File: config.mk
export PLATFORM = sky130hd
export DESIGN_NAME = alu_share_arbiter
export DESIGN_NICKNAME = d
export VERILOG_FILES = /design/src/rtl/alu_share_arbiter.sv
export SDC_FILE = /design/constraint.sdc
export NUM_CORES = 1
export LEC_CHECK = 0
export BUFFER_PORTS_ARGS = -buffer_cell sky130_fd_sc_hd__buf_2
export CORE_AREA = 2 2 214 216
export CTS_CLUSTER_SIZE = 10
export DETAILED_ROUTE_END_ITERATION = 7
export DIE_AREA = 0 0 216 218
export PLACE_DENSITY = 0.36
export SKIP_LAST_GASP = 1
export SLEW_MARGIN = 25
export SYNTH_ARGS = -nofsm -noshare
export SYNTH_HDL_FRONTEND = slang
export SYNTH_SLANG_ARGS = --single-unit
File: constraint.sdc
create_clock -name clk -period 3.6 [get_ports clk]
set_clock_uncertainty 0.15 [all_clocks]
set_input_delay 0.36 -clock clk [delete_from_list [all_inputs] [get_ports clk]]
set_output_delay 0.36 -clock clk [all_outputs]
set_load 0.01 [all_outputs]
File: src/rtl/alu_share_arbiter.sv
// Round-robin share of one combinational ALU between execute (port 0) and address-gen (port 1).
// Latency: result registered on the grant edge, visible on rsp_* the following cycle.
// Backpressure: new grants only when the response slot is empty or draining; otherwise both readys stay low.
//
// Ports:
//   clk, rst_n                     clock and async active-low reset
//   reqN_valid/ready/a/b/op/tag    request ports (N = 0 execute, N = 1 address generation)
//   alu_a, alu_b, alu_op           operand/op drive to the shared ALU (zero when nothing is granted)
//   alu_result                     combinational ALU result
//   rsp_valid/ready/id/tag/result  single registered response slot
module alu_share_arbiter #(
   parameter int XLEN  = 64,
   parameter int TAG_W = 4
) (
   input  logic             clk,
   input  logic             rst_n,
   input  logic             req0_valid,
   output logic             req0_ready,
   input  logic [XLEN-1:0]  req0_a,
   input  logic [XLEN-1:0]  req0_b,
   input  logic [3:0]       req0_op,
   input  logic [TAG_W-1:0] req0_tag,
   input  logic             req1_valid,
   output logic             req1_ready,
   input  logic [XLEN-1:0]  req1_a,
   input  logic [XLEN-1:0]  req1_b,
   input  logic [3:0]       req1_op,
   input  logic [TAG_W-1:0] req1_tag,
   output logic [XLEN-1:0]  alu_a,
   output logic [XLEN-1:0]  alu_b,
   output logic [3:0]       alu_op,
   input  logic [XLEN-1:0]  alu_result,
   output logic             rsp_valid,
   input  logic             rsp_ready,
   output logic             rsp_id,
   output logic [TAG_W-1:0] rsp_tag,
   output logic [XLEN-1:0]  rsp_result
);

   // Priority pointer: index of the port that wins when both are valid.
   logic             ptr_q, ptr_d;
   logic             rsp_valid_q, rsp_valid_d;
   logic             rsp_id_q, rsp_id_d;
   logic [TAG_W-1:0] rsp_tag_q, rsp_tag_d;
   logic [XLEN-1:0]  rsp_result_q, rsp_result_d;

   logic can_accept;
   logic gnt0, gnt1;

   always_comb begin
      can_accept = !rsp_valid_q || rsp_ready;
      // rst_n gates the grant so nothing is handed out while reset is held,
      // even though the slot reads empty during that time.
      gnt0 = rst_n && can_accept && req0_valid && (!req1_valid || !ptr_q);
      gnt1 = rst_n && can_accept && req1_valid && (!req0_valid || ptr_q);
   end

   assign req0_ready = gnt0;
   assign req1_ready = gnt1;

   // ALU drive: granted request's fields, quiet zeros otherwise.
   always_comb begin
      alu_a  = '0;
      alu_b  = '0;
      alu_op = '0;
      if (gnt0) begin
         alu_a  = req0_a;
         alu_b  = req0_b;
         alu_op = req0_op;
      end else if (gnt1) begin
         alu_a  = req1_a;
         alu_b  = req1_b;
         alu_op = req1_op;
      end
   end

   always_comb begin
      ptr_d        = ptr_q;
      rsp_valid_d  = rsp_valid_q;
      rsp_id_d     = rsp_id_q;
      rsp_tag_d    = rsp_tag_q;
      rsp_result_d = rsp_result_q;
      if (gnt0 || gnt1) begin
         // Any grant hands priority to the other port; a grant while the slot
         // drains reloads it in the same cycle for one result per cycle.
         ptr_d        = gnt0;
         rsp_valid_d  = 1'b1;
         rsp_id_d     = gnt1;
         rsp_tag_d    = gnt1 ? req1_tag : req0_tag;
         rsp_result_d = alu_result;
      end else if (rsp_ready) begin
         rsp_valid_d = 1'b0;
      end
   end

   always_ff @(posedge clk or negedge rst_n) begin
      if (!rst_n) begin
         ptr_q        <= 1'b0;
         rsp_valid_q  <= 1'b0;
         rsp_id_q     <= 1'b0;
         rsp_tag_q    <= '0;
         rsp_result_q <= '0;
      end else begin
         ptr_q        <= ptr_d;
         rsp_valid_q  <= rsp_valid_d;
         rsp_id_q     <= rsp_id_d;
         rsp_tag_q    <= rsp_tag_d;
         rsp_result_q <= rsp_result_d;
      end
   end

   assign rsp_valid  = rsp_valid_q;
   assign rsp_id     = rsp_id_q;
   assign rsp_tag    = rsp_tag_q;
   assign rsp_result = rsp_result_q;

endmodule

==> impl_metrics.env <==
export IMPL_port_buffer_count=544
export IMPL_p_leak_nw=4.16
export IMPL_tns_ns=0
export IMPL_initial_utilization_pct=9.16
export IMPL_area_growth_pct=88.2
export IMPL_fin_crit_ns=3.27
export IMPL_cts_clk_slew_worst_paths_ns=0.06
export IMPL_post_drt_wl_per_cell_um=19.1
export IMPL_syn_area_per_cell_um2=12.3
export IMPL_r2r_start="rsp_valid"
export IMPL_num_vias=5200
export IMPL_io_pins=545
export IMPL_critPathKind="input port to primary output"
export IMPL_min_path_type="input port to register"
export IMPL_layout_drive_gt1_share_pct=68.0
export IMPL_core_area_um2=44900
export IMPL_mostFrequentLayoutCell="buf_2"
export IMPL_grt_util_all_layers_pct=10.9
export IMPL_postLayoutCellArea_um2=7740
export IMPL_final_max_slew_viol_count=0
export IMPL_hp_start="alu_result[13]"
export IMPL_fill_cells=5104
export IMPL_vdd_drop_max_uv=236
export IMPL_cts_sinks=71
export IMPL_arrival_ns=2.76
export IMPL_power_density_nw_per_um2=393
export IMPL_gp_congestion=0.835
export IMPL_worstSkewPairLatency_ns=0.34
export IMPL_clk_path_buf_depth=2
export IMPL_dpl_instance_area_um2=7400
export IMPL_placedCellCount=1448
export IMPL_cts_resized=0
export IMPL_end_kind="primary output"
export IMPL_slowest_stage="dlygate4sd3_1"
export IMPL_max_slew_margin_pct=40.3
export IMPL_synth_area_top_cells="dfrtp_1 (43%), a22o_1 (28%), mux2_1 (13%)"
export IMPL_yosysWarnings=0
export IMPL_post_cts_setup_buffer_count=0
export IMPL_ctsHoldBuffers=1
export IMPL_seq_area_frac_synth_pct=43.2
export IMPL_cp_max_fo=67
export IMPL_crit_chain="dlygate4sd3_1 > buf_4 > nand4_2 > inv_4 > buf_12 > a22o_1 > buf_2"
export IMPL_rsz0062_at_grt="no"
export IMPL_first_pass_iters=4
export IMPL_via_per_inst=3.53
export IMPL_first_global_vias=5002
export IMPL_slowest_delay_ns=0.57
export IMPL_grt_antenna_before_repair=21
export IMPL_final_cell_mix="buf_2 (543), a22o_1 (132), dfrtp_1 (71)"
export IMPL_maxCapViolations=0
export IMPL_die_w_um=216
export IMPL_total_power_mw=3.04
export IMPL_fmax_mhz=306
export IMPL_grt_pass1_wl_um=36700
export IMPL_synth_cells=333
export IMPL_h_tree_depth=3
export IMPL_fin_nets=1201
export IMPL_ant_nets=0
export IMPL_routed_wl_um=28100
export IMPL_overflow=0
export IMPL_tightest_slew_ns=0.895
export IMPL_fin_cells=1474
export IMPL_grt_start_max_net_pins=68
export IMPL_synth_seq_cells=71
export IMPL_synth_nets=674
export IMPL_setup_viol=0
export IMPL_final_hold_viol_count=0
export IMPL_status="finished, final reports clean"
export IMPL_post_dp_hpwl_um=24500
export IMPL_crit_path_start_kind="input port"
export IMPL_rows=78
export IMPL_fin_crit_sh_pct=90.8
export IMPL_crit_required_ns=3.09
export IMPL_syn_cell_area_um2=4110
export IMPL_cts_tree="done"
export IMPL_synth_cell_types=15
export IMPL_synth_top_cell_area_share_pct=43.2
export IMPL_drc=0
export IMPL_cts_buffers=9
export IMPL_yosysTopAreaCell="dfrtp_1"
export IMPL_dieHeight_um=218
export IMPL_drtIter0Drc=176
export IMPL_design_die_area_um2=47100
export IMPL_cts_root_buffer="clkbuf_16"
export IMPL_cp_startpoint="rst_n"
==> registers in the layout, indices dropped and copies added (netlist names) <==
name and cells:
rsp_result 64, rsp_tag 4, rsp_valid 1, rsp_id 1, ptr_q 1
==> cell families (layout without fill, tap and decap cells) <==
| kind of cell | count (synthesis) | in the layout | share of synthesized area [%] |
|---|---|---|---|
| flops | 71 | 71 | 43.2 |
| buf+inv | 40 | 572 | 7.43 |
| compound gates | 142 | 142 | 29.9 |
| simple gates | 16 | 16 | 1.92 |
| mux | 64 | 64 | 17.5 |
| other cells | 0 | 9 | 0 |
==> routing by layer <==
| layer | vias to the layer above | GRT usage (%) | wire length (µm) | share of wire, % |
|---|---|---|---|---|
| met5 | - | 0 | 0 | 0 |
| li1 | 2383 | - | - | - |
| met4 | 0 | 5.16 | 996 | 3.5 |
| met1 | 2452 | 12.8 | 11000 | 39 |
| met3 | 49 | 3.31 | 2470 | 8.8 |
| met2 | 316 | 18.2 | 13600 | 48 |
==> worst paths after layout <==
path | end | slack [ns] | cells after the start
max in group asynchronous | rsp_result[36] | 1.89 | 3
worst max register to register | rsp_tag[1] | 1.55 | 6
min in group asynchronous | ptr_q | 0.30 | 2
worst min-delay path | rsp_result[13] | 0.07 | 2
worst min register to register | rsp_id | 0.33 | 2
worst max-delay path | alu_b[41] | 0.33 | 7
==> worst max-delay path, delay by kind of cell <==
| family | cells | cell delay (ns) |
|---|---|---|
| AO/OA/AOI/OAI | 1 | 0.28 |
| buffers and inverters | 5 | 1.75 |
| AND/OR/NAND/NOR | 1 | 0.25 |
==> report_power, final <==
part	switching (mW)	internal, mW
Combinational	0.561	0.517
Clock	0.368	0.563
Sequential	0.0816	0.950
==> cell type report <==
cell class	instances	area, µm²	area share (%)
inverter	3	16.3	0.210
clock inverter	5	65.1	0.841
tap	600	751	9.70
antenna	9	22.5	0.291
multi-input combinational	222	2030	26.2
timing repair buffer	553	2830	36.6
clock buffer	11	243	3.14
sequential	71	1780	23.0
==> metrics by stage <==
step | setup slack [ns] | util (%) | hold WS (ns)
finish | 0.331 | 17.2 | 0.0694
global route | 0.214 | 17.2 | 0.0581
CTS | 0.339 | 17.2 | 0.0540
detailed placement | 0.917 | 16.5 | 0.0474
global placement | 0.929 | 16.5 | 0.0451
floorplan | 1.74 | - | -0.0856
==> synthesized netlist by cell type, drive strengths merged <==
| cell type | n |
|---|---|
| a22o | 132 |
| dfrtp | 71 |
| mux2 | 64 |
| buf | 37 |
| nand2 | 10 |
| a21oi | 8 |
| nor2 | 4 |
| inv | 3 |
| nand2b | 1 |
| nand4 | 1 |
| o2111ai | 1 |
| o211ai | 1 |
No activity file was read; power rests on OpenSTA's default activity.
